`config.mk`:
```
export PLATFORM = sky130hd
export DESIGN_NAME = kws_feature_loader_flat
export DESIGN_NICKNAME = d
export VERILOG_FILES = /design/src/rtl/kws_feature_loader_pkg.sv /design/src/rtl/kws_feature_loader_if.sv /design/src/rtl/kws_sync_fifo.sv /design/src/rtl/kws_feature_loader.sv /design/src/flat_wrapper.sv
export SDC_FILE = /design/constraint.sdc
export NUM_CORES = 1
export LEC_CHECK = 0
export ABC_AREA = 1
export CORE_MARGIN = 2
export CORE_UTILIZATION = 38
export DETAILED_ROUTE_END_ITERATION = 10
export PLACE_DENSITY = 0.53
export SLEW_MARGIN = 20
export SYNTH_ARGS = -nofsm -noshare
export SYNTH_HDL_FRONTEND = slang
export SYNTH_SLANG_ARGS = --single-unit
```
`constraint.sdc`:
```
create_clock -name wb_clk_i -period 4.3 [get_ports wb_clk_i]
set_input_delay 0.43 -clock wb_clk_i [delete_from_list [all_inputs] [get_ports wb_clk_i]]
set_output_delay 0.43 -clock wb_clk_i [all_outputs]
set_load 0.05 [all_outputs]
```
`src/rtl/kws_feature_loader_pkg.sv`:
```
// Shared register map, CTRL/STATUS bit positions and loader FSM states.
package kws_feature_loader_pkg;

  localparam logic [1:0] REG_CTRL   = 2'd0;
  localparam logic [1:0] REG_STATUS = 2'd1;
  localparam logic [1:0] REG_DATA   = 2'd2;
  localparam logic [1:0] REG_FCNT   = 2'd3;

  localparam int unsigned CTRL_EN     = 0;
  localparam int unsigned CTRL_FLUSH  = 1;
  localparam int unsigned CTRL_IRQ_EN = 2;

  localparam int unsigned STAT_FULL  = 8;
  localparam int unsigned STAT_EMPTY = 9;
  localparam int unsigned STAT_FDONE = 10;
  localparam int unsigned STAT_OVF   = 11;

  typedef enum logic [1:0] {
    S_IDLE  = 2'd0,
    S_RUN   = 2'd1,
    S_FLUSH = 2'd2
  } state_t;

endpackage

```
`src/rtl/kws_feature_loader_if.sv`:
```
// Wishbone slave bus plus feature stream towards cmvn, with the block's irq line.
interface kws_feature_loader_if;
  logic        wbs_cyc_i;
  logic        wbs_stb_i;
  logic        wbs_we_i;
  logic [3:0]  wbs_sel_i;
  logic [31:0] wbs_adr_i;
  logic [31:0] wbs_dat_i;
  logic        wbs_ack_o;
  logic [31:0] wbs_dat_o;
  logic        feat_valid_o;
  logic        feat_ready_i;
  logic [31:0] feat_data_o;
  logic [4:0]  feat_addr_o;
  logic        feat_last_o;
  logic        irq_o;

  modport slave (
    input  wbs_cyc_i, wbs_stb_i, wbs_we_i, wbs_sel_i, wbs_adr_i, wbs_dat_i, feat_ready_i,
    output wbs_ack_o, wbs_dat_o, feat_valid_o, feat_data_o, feat_addr_o, feat_last_o, irq_o
  );

  modport master (
    output wbs_cyc_i, wbs_stb_i, wbs_we_i, wbs_sel_i, wbs_adr_i, wbs_dat_i, feat_ready_i,
    input  wbs_ack_o, wbs_dat_o, feat_valid_o, feat_data_o, feat_addr_o, feat_last_o, irq_o
  );
endinterface

```
`src/rtl/kws_sync_fifo.sv`:
```
// Synchronous FIFO; pushes when full are dropped, pops when empty are ignored.
module kws_sync_fifo #(
  parameter int unsigned DEPTH = 32,
  parameter int unsigned WIDTH = 32
) (
  input  logic                        i_clk,
  input  logic                        i_rst,
  input  logic                        i_clr,
  input  logic                        i_push,
  input  logic [WIDTH-1:0]            i_data,
  input  logic                        i_pop,
  output logic [WIDTH-1:0]            o_data,
  output logic                        o_full,
  output logic                        o_empty,
  output logic [$clog2(DEPTH):0]      o_count
);
  localparam int unsigned AW = $clog2(DEPTH);
  localparam int unsigned CW = AW + 1;

  logic [WIDTH-1:0] r_mem [DEPTH];
  logic [AW-1:0]    r_wr_ptr;
  logic [AW-1:0]    r_rd_ptr;
  logic [CW-1:0]    r_count;
  logic             w_do_push;
  logic             w_do_pop;

  assign w_do_push = i_push & ~o_full & ~i_clr;
  assign w_do_pop  = i_pop & ~o_empty & ~i_clr;

  always_ff @(posedge i_clk or posedge i_rst) begin
    if (i_rst) begin
      r_wr_ptr <= '0;
      r_rd_ptr <= '0;
      r_count  <= '0;
    end else if (i_clr) begin
      r_wr_ptr <= '0;
      r_rd_ptr <= '0;
      r_count  <= '0;
    end else begin
      if (w_do_push) r_wr_ptr <= r_wr_ptr + 1'b1;
      if (w_do_pop)  r_rd_ptr <= r_rd_ptr + 1'b1;
      unique case ({w_do_push, w_do_pop})
        2'b10:   r_count <= r_count + 1'b1;
        2'b01:   r_count <= r_count - 1'b1;
        default: r_count <= r_count;
      endcase
    end
  end

  always_ff @(posedge i_clk) begin
    if (w_do_push) r_mem[r_wr_ptr] <= i_data;
  end

  assign o_data  = r_mem[r_rd_ptr];
  assign o_full  = (r_count == CW'(DEPTH));
  assign o_empty = (r_count == '0);
  assign o_count = r_count;
endmodule

```
`src/rtl/kws_feature_loader.sv`:
```
// Wishbone-fed feature buffer streaming (data, addr) words to cmvn, with frame counting and irq.
module kws_feature_loader
  import kws_feature_loader_pkg::*;
#(
  parameter int unsigned DEPTH     = 32,
  parameter int unsigned FRAME_LEN = 32,
  parameter logic [31:0] BASE_ADDR = 32'h3000_0000
) (
  input  logic                 wb_clk_i,
  input  logic                 wb_rst_i,
  kws_feature_loader_if.slave  bus
);
  localparam int unsigned CW        = $clog2(DEPTH) + 1;
  localparam logic [4:0]  LAST_ADDR = 5'(FRAME_LEN - 1);

  state_t        r_state, w_state_nxt;
  logic          r_ack;
  logic [31:0]   r_dat;
  logic          r_enable, r_irq_en, r_fdone, r_ovf, r_irq;
  logic [15:0]   r_fcnt;
  logic [4:0]    r_addr;
  logic          r_valid;
  logic [31:0]   r_data;

  logic          w_hit, w_acc, w_wr, w_ctrl_wr, w_stat_wr, w_push, w_flush;
  logic          w_in_flush, w_valid, w_xfer, w_load, w_frame_end;
  logic [1:0]    w_reg;
  logic [31:0]   w_fifo_data, w_status, w_rdata;
  logic          w_full, w_empty;
  logic [CW-1:0] w_count;
  logic          w_unused;

  assign w_hit     = bus.wbs_cyc_i & bus.wbs_stb_i & (bus.wbs_adr_i[31:4] == BASE_ADDR[31:4]);
  assign w_acc     = w_hit & ~r_ack;
  assign w_reg     = bus.wbs_adr_i[3:2];
  assign w_wr      = w_acc & bus.wbs_we_i;
  assign w_ctrl_wr = w_wr & (w_reg == REG_CTRL) & bus.wbs_sel_i[0];
  assign w_stat_wr = w_wr & (w_reg == REG_STATUS) & bus.wbs_sel_i[1];
  assign w_push    = w_wr & (w_reg == REG_DATA) & (bus.wbs_sel_i == 4'hF);
  assign w_flush   = w_ctrl_wr & bus.wbs_dat_i[CTRL_FLUSH];
  assign w_unused  = ^bus.wbs_adr_i[1:0];

  // The held word is masked during the flush cycle so no transfer can race the clear.
  assign w_in_flush  = (r_state == S_FLUSH);
  assign w_valid     = r_valid & ~w_in_flush;
  assign w_xfer      = w_valid & bus.feat_ready_i;
  assign w_load      = (r_state == S_RUN) & ~w_empty & (~r_valid | bus.feat_ready_i);
  assign w_frame_end = w_xfer & (r_addr == LAST_ADDR);

  kws_sync_fifo #(.DEPTH(DEPTH), .WIDTH(32)) u_fifo (
    .i_clk   (wb_clk_i),
    .i_rst   (wb_rst_i),
    .i_clr   (w_in_flush),
    .i_push  (w_push),
    .i_data  (bus.wbs_dat_i),
    .i_pop   (w_load),
    .o_data  (w_fifo_data),
    .o_full  (w_full),
    .o_empty (w_empty),
    .o_count (w_count)
  );

  always_comb begin
    w_status             = '0;
    w_status[6:0]        = 7'(w_count);
    w_status[STAT_FULL]  = w_full;
    w_status[STAT_EMPTY] = w_empty;
    w_status[STAT_FDONE] = r_fdone;
    w_status[STAT_OVF]   = r_ovf;
    unique case (w_reg)
      REG_CTRL:   w_rdata = {29'b0, r_irq_en, 1'b0, r_enable};
      REG_STATUS: w_rdata = w_status;
      REG_FCNT:   w_rdata = {16'b0, r_fcnt};
      default:    w_rdata = '0;
    endcase
  end

  always_ff @(posedge wb_clk_i or posedge wb_rst_i) begin
    if (wb_rst_i) begin
      r_ack <= 1'b0;
      r_dat <= '0;
    end else begin
      r_ack <= w_acc;
      r_dat <= (w_acc & ~bus.wbs_we_i) ? w_rdata : '0;
    end
  end

  // Later assignments win: overflow set beats W1C, frame completion beats W1C of frame_done.
  always_ff @(posedge wb_clk_i or posedge wb_rst_i) begin
    if (wb_rst_i) begin
      r_enable <= 1'b0;
      r_irq_en <= 1'b0;
      r_fdone  <= 1'b0;
      r_ovf    <= 1'b0;
      r_irq    <= 1'b0;
      r_fcnt   <= '0;
    end else begin
      if (w_ctrl_wr) begin
        r_enable <= bus.wbs_dat_i[CTRL_EN];
        r_irq_en <= bus.wbs_dat_i[CTRL_IRQ_EN];
      end
      if (w_stat_wr && bus.wbs_dat_i[STAT_OVF])   r_ovf <= 1'b0;
      if (w_push && w_full)                       r_ovf <= 1'b1;
      if (w_in_flush)                             r_ovf <= 1'b0;
      if (w_stat_wr && bus.wbs_dat_i[STAT_FDONE]) r_fdone <= 1'b0;
      if (w_frame_end)                            r_fdone <= 1'b1;
      if (w_frame_end)                            r_fcnt <= r_fcnt + 1'b1;
      r_irq <= w_frame_end & r_irq_en;
    end
  end

  always_ff @(posedge wb_clk_i or posedge wb_rst_i) begin
    if (wb_rst_i) begin
      r_valid <= 1'b0;
      r_data  <= '0;
      r_addr  <= '0;
    end else if (w_in_flush) begin
      r_valid <= 1'b0;
      r_data  <= '0;
      r_addr  <= '0;
    end else begin
      if (w_xfer) r_addr <= w_frame_end ? 5'd0 : r_addr + 5'd1;
      if (w_load) begin
        r_valid <= 1'b1;
        r_data  <= w_fifo_data;
      end else if (w_xfer) begin
        r_valid <= 1'b0;
      end
    end
  end

  always_ff @(posedge wb_clk_i or posedge wb_rst_i) begin
    if (wb_rst_i) r_state <= S_IDLE;
    else          r_state <= w_state_nxt;
  end

  always_comb begin
    w_state_nxt = r_state;
    unique case (r_state)
      S_IDLE:  if (r_enable)  w_state_nxt = S_RUN;
      S_RUN:   if (!r_enable) w_state_nxt = S_IDLE;
      S_FLUSH: w_state_nxt = r_enable ? S_RUN : S_IDLE;
      default: w_state_nxt = S_IDLE;
    endcase
    if (w_flush) w_state_nxt = S_FLUSH;
  end

  assign bus.wbs_ack_o    = r_ack;
  assign bus.wbs_dat_o    = r_dat;
  assign bus.feat_valid_o = w_valid;
  assign bus.feat_data_o  = r_data;
  assign bus.feat_addr_o  = r_addr;
  assign bus.feat_last_o  = w_valid & (r_addr == LAST_ADDR);
  assign bus.irq_o        = r_irq;
endmodule

```
`src/flat_wrapper.sv`:
```
// flat-port wrapper written by rule: the top's interface ports become plain ports
module kws_feature_loader_flat import kws_feature_loader_pkg::*;
#(
  parameter int unsigned DEPTH     = 32,
  parameter int unsigned FRAME_LEN = 32,
  parameter logic [31:0] BASE_ADDR = 32'h3000_0000
)
  (wb_clk_i, wb_rst_i, bus_wbs_cyc_i, bus_wbs_stb_i, bus_wbs_we_i, bus_wbs_sel_i, bus_wbs_adr_i, bus_wbs_dat_i, bus_feat_ready_i, bus_wbs_ack_o, bus_wbs_dat_o, bus_feat_valid_o, bus_feat_data_o, bus_feat_addr_o, bus_feat_last_o, bus_irq_o);
  kws_feature_loader_if bus_i ();
  input  logic wb_clk_i;
  input  logic wb_rst_i;
  input wire logic [$bits(bus_i.wbs_cyc_i)-1:0] bus_wbs_cyc_i;
  input wire logic [$bits(bus_i.wbs_stb_i)-1:0] bus_wbs_stb_i;
  input wire logic [$bits(bus_i.wbs_we_i)-1:0] bus_wbs_we_i;
  input wire logic [$bits(bus_i.wbs_sel_i)-1:0] bus_wbs_sel_i;
  input wire logic [$bits(bus_i.wbs_adr_i)-1:0] bus_wbs_adr_i;
  input wire logic [$bits(bus_i.wbs_dat_i)-1:0] bus_wbs_dat_i;
  input wire logic [$bits(bus_i.feat_ready_i)-1:0] bus_feat_ready_i;
  output wire logic [$bits(bus_i.wbs_ack_o)-1:0] bus_wbs_ack_o;
  output wire logic [$bits(bus_i.wbs_dat_o)-1:0] bus_wbs_dat_o;
  output wire logic [$bits(bus_i.feat_valid_o)-1:0] bus_feat_valid_o;
  output wire logic [$bits(bus_i.feat_data_o)-1:0] bus_feat_data_o;
  output wire logic [$bits(bus_i.feat_addr_o)-1:0] bus_feat_addr_o;
  output wire logic [$bits(bus_i.feat_last_o)-1:0] bus_feat_last_o;
  output wire logic [$bits(bus_i.irq_o)-1:0] bus_irq_o;
  assign bus_i.wbs_cyc_i = bus_wbs_cyc_i;
  assign bus_i.wbs_stb_i = bus_wbs_stb_i;
  assign bus_i.wbs_we_i = bus_wbs_we_i;
  assign bus_i.wbs_sel_i = bus_wbs_sel_i;
  assign bus_i.wbs_adr_i = bus_wbs_adr_i;
  assign bus_i.wbs_dat_i = bus_wbs_dat_i;
  assign bus_i.feat_ready_i = bus_feat_ready_i;
  assign bus_wbs_ack_o = bus_i.wbs_ack_o;
  assign bus_wbs_dat_o = bus_i.wbs_dat_o;
  assign bus_feat_valid_o = bus_i.feat_valid_o;
  assign bus_feat_data_o = bus_i.feat_data_o;
  assign bus_feat_addr_o = bus_i.feat_addr_o;
  assign bus_feat_last_o = bus_i.feat_last_o;
  assign bus_irq_o = bus_i.irq_o;
  kws_feature_loader #(.DEPTH(DEPTH), .FRAME_LEN(FRAME_LEN), .BASE_ADDR(BASE_ADDR)) u_core (.wb_clk_i(wb_clk_i), .wb_rst_i(wb_rst_i), .bus(bus_i));
endmodule
```
# After elaboration in Yosys (flattened, before gate mapping)
# Memory sizes are Yosys's and may differ from the RTL's.
# Index checks and enable logic that the tools add are counted.
[op_classes]
addsub = 6
n_eq_ne = 13
n_mux = 28
bitwise_logic = 30
reduce_logical = 15
[op_table]
columns = ["cell", "count"]
rows = [
  ["32-bit 2-to-1 mux", 2],
  ["16-bit one-hot mux with 3 select lines", 1],
  ["5-bit 2-to-1 mux", 7],
  ["28-bit by 26-bit == test with 1-bit output (second input constant)", 1],
  ["1-bit AND", 23],
  ["16-bit by 1-bit adder with 16-bit output (second input constant)", 1],
  ["16-bit 2-to-1 mux", 1],
  ["5-bit by 1-bit adder with 5-bit output (second input constant)", 3],
  ["6-bit one-hot mux with 2 select lines", 1],
  ["1-bit 2-to-1 mux", 11],
  ["2-bit nonzero test", 5],
  ["3-bit nonzero test", 3],
  ["2-bit == test (second input constant)", 4],
  ["6-bit by 1-bit adder with 6-bit output (second input constant)", 1],
  ["2-bit by 1-bit == test with 1-bit output (second input constant)", 3],
  ["6-bit == test (second input constant)", 1],
  ["6-bit zero test", 1],
  ["2-bit 2-to-1 mux", 3],
  ["6-bit 2-to-1 mux", 1],
  ["1-bit inverter", 6],
  ["2-bit one-hot mux with 3 select lines", 1],
  ["6-bit by 1-bit subtractor with 6-bit output (second input constant)", 1],
  ["5-bit == test (second input constant)", 1],
  ["4-bit == test (second input constant)", 1],
  ["other kinds (6)", 9],
]
[word_totals]
reg_bits = 110
ram_bits = 1024
in_bits = 74
output_inout_bits = 73
wordCells = 108
memories = 1
[memory_table]
columns = ["name", "depth", "width", "rd", "rd_clocked_by_memory_dff", "wr", "line_no", "source"]
rows = [
  ["u_core.u_fifo.r_mem", 32, 32, 1, 0, 1, "kws_sync_fifo.sv:20", "logic [WIDTH-1:0] r_mem [DEPTH];"],
]

# Longest topological paths before layout
# Gate-level depths: netlist of the first run.
[logic_depth]
ltp_word = 11
ltp_mapped = 19
depth_no_buf = 19

# Hierarchy
# A second synthesis of the first run with hierarchy kept.
[hier_totals]
hier_cells = 3941
area_unflattened_um2 = 45959.1
[by_module_without_submodules]
columns = ["mod", "instances", "cells_per_inst", "area_per_inst_um2"]
rows = [
  ["kws_sync_fifo", 1, 3500, 42260.5],
  ["kws_feature_loader", 1, 441, 3698.5],
]

# Least setup slack after synthesis of the first run
# OpenSTA, ideal clock, no wires.
[synth_path]
path_kind = "flip-flop to flip-flop"
startpoint = "register u_core.r_ack, in the netlist u_core.bus.wbs_ack_o"
endpoint = "memory u_core.u_fifo.r_mem[0][0], enable pin"
setup_time_ps = 421
arrival_ps = 2893
t_required_ps = 3879
slack_ps = 986
path_stages_with_launch = 10
n_path_buf = 0
period_less_slack_ps = 3314
cell_sequence = "dfrtp_1 inv_1 nand2_1 nor2_1 nand2_1 nor2_4 nand4_4 nor2_8 nand2_1 nor2_1"
[synth_via]
elab_chain_len = 9
[synth_rtl]
columns = ["item", "line_no", "source"]
rows = [
  ["from (decl)", "kws_feature_loader.sv:17", "logic r_ack;"],
  ["from (signal assigned)", "kws_feature_loader.sv:83", "r_ack <= w_acc;"],
  ["1-bit inverter", "kws_feature_loader.sv:34", "assign w_acc = w_hit & ~r_ack;"],
  ["1-bit AND", "kws_feature_loader.sv:34", ""],
  ["named net u_core.w_acc", "kws_feature_loader.sv:25", "logic w_hit, w_acc, w_wr, w_ctrl_wr, w_stat_wr, w_push, w_flush;"],
  ["1-bit AND", "kws_feature_loader.sv:36", "assign w_wr = w_acc & bus.wbs_we_i;"],
  ["1-bit AND (2 in a row)", "kws_feature_loader.sv:39", "assign w_push = w_wr & (w_reg == REG_DATA) & (bus.wbs_sel_i == 4'hF);"],
  ["1-bit AND (2 in a row)", "kws_sync_fifo.sv:27", "assign w_do_push = i_push & ~o_full & ~i_clr;"],
  ["1-bit 2-to-1 mux", "kws_sync_fifo.sv:51", "if (w_do_push) r_mem[r_wr_ptr] <= i_data;"],
  ["1-bit 2-to-1 mux (not written as such)", "kws_sync_fifo.sv:51", ""],
  ["to (decl)", "kws_sync_fifo.sv:20", ""],
]
# The timed path passes the listed nets, and every way through them passes these cells.

# Worst setup path after layout of the first run
[layout_path]
startpoint = "register u_core.r_state[1]"
endpoint = "output bus_feat_last_o"
[layout_via]
elab_chain_len = 4
[layout_rtl]
columns = ["item", "line_no", "source"]
rows = [
  ["from (decl)", "kws_feature_loader.sv:16", "state_t r_state, w_state_nxt;"],
  ["from (signal assigned)", "kws_feature_loader.sv:134", "else r_state <= w_state_nxt;"],
  ["2-bit == test", "kws_feature_loader.sv:44", "assign w_in_flush = (r_state == S_FLUSH);"],
  ["1-bit inverter", "kws_feature_loader.sv:45", "assign w_valid = r_valid & ~w_in_flush;"],
  ["1-bit AND", "kws_feature_loader.sv:45", ""],
  ["1-bit AND", "kws_feature_loader.sv:153", "assign bus.feat_last_o = w_valid & (r_addr == LAST_ADDR);"],
  ["to (decl)", "flat_wrapper.sv:24", "output wire logic [$bits(bus_i.feat_last_o)-1:0] bus_feat_last_o;"],
]
# No other way between the ends.

==> out/metrics.yaml, run 1 <==
worst_setup_path:
  crit_path_end_kind: "output pin"
  crit_type: "reg -> out"
  required_ns: 3.87
  start_kind: "flip-flop"
  path_max_fanout: 46
  r2r_slack_ns: 1.21
  critPathArrivalTime_ns: 3.14
cts:
  htreeDepth: 3
  cts_buffer_depth: 3
  cts_root_buf: "clkbuf_16"
  cts.hold.buffers_added: 0
  clk_pin_slew_ns: 0.06
  cts_tree: "done"
  cts_resized: 0
  cts.sinks: 1118
  clock_latency_ns: 0.71
  postCtsSetupBuffers: 0
  cts_buffers: 115
grt:
  grt_use_total: 0.215
  grt_pass1_vias: 27300
  met3_usage: 0.0293
  antenna_found_initial: 3
  grt_pass1_wl_mm: 188
  globalRouteOverflowTotal: 0
  busiest_layer: "met2"
  use_met1: 0.311
  grt.met2_usage: 0.342
  grt_start_max_net_pins: 126
worst_hold_path:
  min_path_type: "in -> async"
logic_synthesis:
  syn_area_per_cell_sq_um: 13.0
  ys_ff_latch: 1118
  synth.distinct_cells: 46
  ys_async_sr_fraction: 0.0841
  yosys_warnings: 0
  yosysSeqAreaShare: 0.751
  synth_edf_count: 1024
  netlist_instances: 3380
  synth_flop_cell: "edfxtp_1"
  netlist_area_sq_um: 44100
placement:
  gp_congestion: 0.808
  numPortBuffers: 128
  hpwlAfterDp_mm: 73.1
timing:
  fin_crit_sh: 0.830
  clock_skew_ns: 0.0331
  setup_viol: 0
  hold_viol_final: 0
  hold_ws_ns: 0.181
  max_freq_mhz: 280
  worst_pin_slew_ns: 1.09
  drv_slew: 0
  rsz0062_at_grt: "no"
  relSlewSlack: 0.272
  setup_tns_ns: 0
  fin_crit_ns: 3.57
drt:
  vias: 28400
  drt_iter0_drc: 2790
  drtAntennaViolNets: 0
  drt_first_pass_iters: 5
  drt_wl_total_mm: 129
  viasPerCell: 5.52
  post-route-drc-count: 0
  wire_per_inst_um: 25.0
final_layout:
  multi_input_area_sq_um: 10000
  seq_area_sq_um: 33100
  final_common_cell: "edfxtp_1"
  fill_cells: 10400
  drive_above_1_share: 0.105
  area_growth_pct: 17.1
  final_cell_mix: "edfxtp_1, nor2_1, o21ai_0"
  nets: 3625
  antenna_cells: 0
run_status:
  outcome: "finished clean"
floorplan:
  dieArea_sq_um: 119000
  core-area_sq_um: 115000
  die_h_um: 345
  io_pins: 147
  initial_core_util: 0.384
  die_w_um: 345
  row_count: 124
power_and_ir_drop:
  peakVddDrop_mv: 0.369
  leakagePower_uw: 0.0170
  powerDensity_nw_per_um2: 428
job:
  maxCapViolCount: 0
-- flip-flops by register name (all words and copies together), names as in the netlist --
signal and count:
u_core.u_fifo.r_mem 1024, u_core.bus.wbs_dat_o 16, u_core.u_fifo.r_wr_ptr 5, u_core.u_fifo.r_rd_ptr 5, u_core.bus.feat_addr_o 5, u_core.r_enable 1
u_core.bus.irq_o 1, u_core.r_irq_en 1, u_core.bus.feat_data_o 32, u_core.r_valid 1, u_core.r_fcnt 16, u_core.r_ovf 1
u_core.r_fdone 1, u_core.u_fifo.o_count 6, u_core.r_state 2, u_core.bus.wbs_ack_o 1
-- layout make-up --
class                           count  share of cell area
Multi-Input combinational cell   1968               0.194
Clock inverter                     68              0.0119
Sequential cell                  1118               0.642
Inverter                           71             0.00560
Timing Repair Buffer              268              0.0502
Tap cell                         1512              0.0367
Clock buffer                      147              0.0598
-- cells by family (layout without fill, tap and decap cells) --
| group | count (synthesis) | in the layout | share of synthesized area |
|---|---|---|---|
| AND/OR/NAND/NOR | 1082 | 1082 | 0.103 |
| buffers and inverters | 309 | 554 | 0.0285 |
| XOR/XNOR | 17 | 17 | 0.00338 |
| adder cells (fa/ha/maj) | 9 | 9 | 0.00256 |
| other | 1 | 16 | 0.0000851 |
| AO/OA/AOI/OAI | 842 | 842 | 0.111 |
| flip-flops | 1118 | 1118 | 0.751 |
| multiplexers | 2 | 2 | 0.000511 |
-- metal layers --
layer  part of all wire  up-vias  wire length (um)
met3              0.064      156              8240
li1                   -    12900                 -
met5                  0        -                 0
met2               0.47      992             60200
met4              0.021        0              2750
met1               0.45    14400             57400
-- cell usage after synthesis (all sizes together), types with 7 or more instances --
master / count / area share
clkbuf: 179 / 0.015
dfrtp: 94 / 0.053
nand2: 269 / 0.023
a21oi: 15 / 0.0018
buf: 59 / 0.0072
o211ai: 31 / 0.0053
edfxtp: 1024 / 0.70
nand3: 128 / 0.015
xnor2: 7 / 0.0014
o21ai: 529 / 0.060
nor3: 7 / 0.00079
ha: 9 / 0.0026
o221ai: 98 / 0.019
nand4: 69 / 0.010
o22ai: 158 / 0.022
nor2: 605 / 0.053
inv: 70 / 0.0060
xor2: 10 / 0.0020
-- worst max-delay path: stages, from the launching register on --
cell and delay (ns):
dfrtp_1 0.37, inv_1 0.11, nor2_4 0.11, inv_4 0.51, nand2_1 0.26, nor2_1 0.20, clkdlybuf4s50_1 0.86
-- path summary, 6_finish.rpt --
path	endpoint	cells past startpoint	startpoint
max reg2reg	u_core.bus.feat_data_o[22]$_DFFE_PP0P_	9	u_core.u_fifo.r_rd_ptr[0]$_DFFE_PP0P_
min in group wb_clk_i	u_core.u_fifo.r_mem[28][24]$_DFFE_PP_	1	bus_wbs_dat_i[24]
min	u_core.bus.feat_addr_o[4]$_DFFE_PP0P_	2	wb_rst_i
max	bus_feat_last_o	6	u_core.r_state[1]$_DFFE_PP0P_
min reg2reg	u_core.r_fcnt[7]$_DFFE_PP0P_	1	u_core.r_fcnt[7]$_DFFE_PP0P_
max in group asynchronous	u_core.u_fifo.r_rd_ptr[2]$_DFFE_PP0P_	3	wb_rst_i
-- report_power, final --
group,internal [uW],switching [uW]
clock network,5660,4190
registers,11900,8.53
logic,86.4,265
total,17600,4460
-- per-stage QoR --
| stage | total power, uW | setup WS, ns | area (sq um) | cells | util |
|---|---|---|---|---|---|
| floorplan | 12200 | 0.986 | 44100 | 3395 | - |
| global placement | 12500 | 0.894 | 48000 | 4937 | 0.418 |
| detailed placement | 12500 | 0.914 | 47900 | 4937 | 0.418 |
| CTS | 22300 | 0.683 | 51600 | 5152 | 0.450 |
| global route | 22700 | 0.580 | 51600 | 5152 | 0.450 |
| finish | 22100 | 0.731 | 51600 | 5152 | 0.450 |
Power figures use the tool's default switching activity.
==> run 2, diff against run 1 <==
PLACE_DENSITY = 0.55   (was 0.53)
clock period = 3.1 ns   (was 4.3 ns; I/O delays follow)
==> run 2 against run 1 <==
Routed wire length is 1.6% lower. Clock-buffer cell count is 11 higher. Via count is 0.15% higher. Critical path depth is 1 higher. Utilization is 0.70 points higher. Die area stayed put. Sequential power is 39% higher. Largest power group unchanged. Highest routed layer is now met5.
==> out/metrics.yaml, run 2 (synthesis gave the netlist of run 1 again) <==
worst_setup_path:
  path_max_fanout: 5  # was 46
  path_depth: 7  # was 6
  r2r-start: "u_core.u_fifo.r_rd_ptr[0]$_DFFE_PP0P_"  # unchanged
  cp_cell_sequence: "ha_1 > nand2_1 > nor2_1 > ha_1 > inv_1 > nor2_1 > dlygate4sd2_1"  # was inv_1 > nor2_4 > inv_4 > nand2_1 > nor2_1 > clkdlybuf4s50_1
  start_kind: "flip-flop"  # unchanged
  endpoint: "bus_feat_last_o"  # unchanged
  critPathArrivalTime_ns: 2.47  # was 3.14 ns
  path_buf_inv: 2  # was 3
  crit_start: "u_core.bus.feat_addr_o[0]$_DFFE_PP0P_"  # was u_core.r_state[1]$_DFFE_PP0P_
  crit_path_end_kind: "output pin"  # unchanged
  r2r_slack_ns: 0.54  # was 1.21 ns
  cp_top_family: "buffers and inverters"  # unchanged
  max_stage_delay_ns: 0.55  # was 0.86 ns
  crit_type: "reg -> out"  # unchanged
  required_ns: 2.79  # was 3.87 ns
  rr_endpoint: "u_core.bus.feat_data_o[9]$_DFFE_PP0P_"  # was u_core.bus.feat_data_o[22]$_DFFE_PP0P_
  reg2reg_depth: 8  # was 9
  crit_slowest_cell: "dlygate4sd2_1"  # was clkdlybuf4s50_1
final_layout:
  top_register: "u_core.u_fifo.r_mem"  # unchanged
  area_growth_pct: 18.9  # was 17.1%
  fill_cells: 10300  # was 10400
  antenna_cells: 0  # unchanged
  final_common_cell: "edfxtp_1"  # unchanged
  nets: 3671  # was 3625
  drive_above_1_share: 0.116  # was 0.105
  final_cell_mix: "edfxtp_1, nor2_1, o21ai_0"  # unchanged
  largest_reg_flops: 1024  # unchanged
  stdcell_area_sq_um: 52400  # was 51600 sq um
  instances_no_fill: 5199  # was 5152
drt:
  wire_per_inst_um: 24.3  # was 25.0 um
  drt_first_pass_iters: 6  # was 5
  drt_wl_total_mm: 126  # was 129 mm
  vias: 28500  # was 28400
  drt_iter0_drc: 3031  # was 2790
  viasPerCell: 5.48  # was 5.52
  drtAntennaViolNets: 0  # unchanged
  post-route-drc-count: 0  # unchanged
grt:
  globalRouteOverflowTotal: 0  # unchanged
  grt_pass1_vias: 27100  # was 27300
  antenna_found_initial: 6  # was 3
  grt_start_max_net_pins: 117  # was 126
  grt_pass1_wl_mm: 185  # was 188 mm
  grt_use_total: 0.212  # was 0.215
job:
  maxCapViolCount: 0  # unchanged
floorplan:
  dieArea_sq_um: 119000  # unchanged
  die_h_um: 345  # unchanged
  initial_core_util: 0.384  # unchanged
  row_count: 124  # unchanged
  io_pins: 147  # unchanged
  die_w_um: 345  # unchanged
  core-area_sq_um: 115000  # unchanged
power_and_ir_drop:
  leakagePower_uw: 0.0174  # was 0.0170 uW
  peakVddDrop_mv: 0.505  # was 0.369 mV
  power_uw: 30500  # was 22100 uW
  powerDensity_nw_per_um2: 582  # was 428 nW/um^2
cts:
  cts_tree: "done"  # unchanged
  cts_buffer_depth: 3  # unchanged
  clock_latency_ns: 0.71  # about the same
  htreeDepth: 3  # unchanged
  clk_pin_slew_ns: 0.07  # was 0.06 ns
  cts_resized: 1  # was 0
  cts.hold.buffers_added: 0  # unchanged
  cts.sinks: 1118  # unchanged
  cts_root_buf: "clkbuf_16"  # unchanged
  cts_buffers: 114  # was 115
  postCtsSetupBuffers: 0  # unchanged
placement:
  hpwlAfterDp_mm: 73.9  # was 73.1 mm
  numPortBuffers: 128  # unchanged
  gp_congestion: 0.819  # was 0.808
  place_area_sq_um: 48700  # was 47900 sq um
  numPlacedInstances: 4984  # was 4937
timing:
  hold_viol_final: 0  # unchanged
  worst_pin_slew_ns: 0.918  # was 1.09 ns
  fin_crit_sh: 0.898
  fin_crit_ns: 2.78
  max_freq_mhz: 359
  drv_slew: 0  # unchanged
  setup_viol: 0  # unchanged
  clock_skew_ns: 0.0246  # was 0.0331 ns
  setup_tns_ns: 0  # unchanged
  rsz0062_at_grt: "no"  # unchanged
  relSlewSlack: 0.386  # was 0.272
run_status:
  outcome: "finished clean"  # unchanged
worst_hold_path:
  min_path_type: "in -> async"  # unchanged
==> run 2: changes by cell type in the layout (fill, tap and decap cells not counted), moves of 4 or more <==
cell | previous run | this run
inv_6 | 6 | 2
clkbuf_16 | 115 | 120
bufinv_16 | 10 | 5
clkdlybuf4s50_1 | 117 | 123
buf_2 | 11 | 4
clkinv_2 | 22 | 26
clkinv_1 | 26 | 18
buf_12 | 25 | 59
buf_4 | 115 | 128
==> run 2: metal layers <==
layer	global-route usage	vias to the layer above	wire, um
li1	-	13000	-
met1	0.299	14200	54600
met2	0.335	1103	58700
met3	0.0404	162	10100
met4	0.0605	2	3040
met5	0	-	8
==> run 2: layout make-up <==
cell class / instances / area, sq um / share of cell area
clock inverters: 57 / 444 / 0.00848
well taps: 1512 / 1890 / 0.0361
repair buffers: 315 / 3400 / 0.0649
multi-input cells: 1968 / 10000 / 0.191
clock buffers: 158 / 3250 / 0.0621
inverters: 71 / 289 / 0.00551
flip-flops and latches: 1118 / 33100 / 0.632
==> run 2: worst min path at each step <==
stage / startpoint / to / cells after the start
floorplan: bus_wbs_dat_i[0] / u_core.u_fifo.r_mem[0][0]$_DFFE_PP_ / 0
global placement: u_core.r_fcnt[7]$_DFFE_PP0P_ / u_core.r_fcnt[7]$_DFFE_PP0P_ / 1
detailed placement: u_core.r_fcnt[7]$_DFFE_PP0P_ / u_core.r_fcnt[7]$_DFFE_PP0P_ / 1
CTS: wb_rst_i / u_core.bus.feat_addr_o[2]$_DFFE_PP0P_ / 2
global route: wb_rst_i / u_core.bus.feat_addr_o[3]$_DFFE_PP0P_ / 2
finish: wb_rst_i / u_core.bus.feat_addr_o[2]$_DFFE_PP0P_ / 2
==> run 2: stage by stage <==
stage / worst slack, ns / hold WS, ns / util
floorplan: -0.214 / 0.409 / -
global placement: 0.238 / 0.458 / 0.425
detailed placement: 0.239 / 0.457 / 0.425
CTS: 0.220 / 0.0106 / 0.457
global route: 0.111 / 0.0388 / 0.457
finish: 0.317 / 0.0204 / 0.457
==> run 2: report_power, final <==
part,internal [uW],switching (uW)
registers,16500,11.7
logic,129,384
clock network,7740,5780
total,24300,6170
==> run 2: worst reg2reg max path, stage by stage (launching register included) <==
cell	delay (ns)
dfrtp_4	0.51
buf_12	0.21
buf_4	0.31
o21ai_0	0.21
o22ai_1	0.11
o211ai_1	0.35
nand4_1	0.29
nand3_1	0.34
nand2_1	0.09
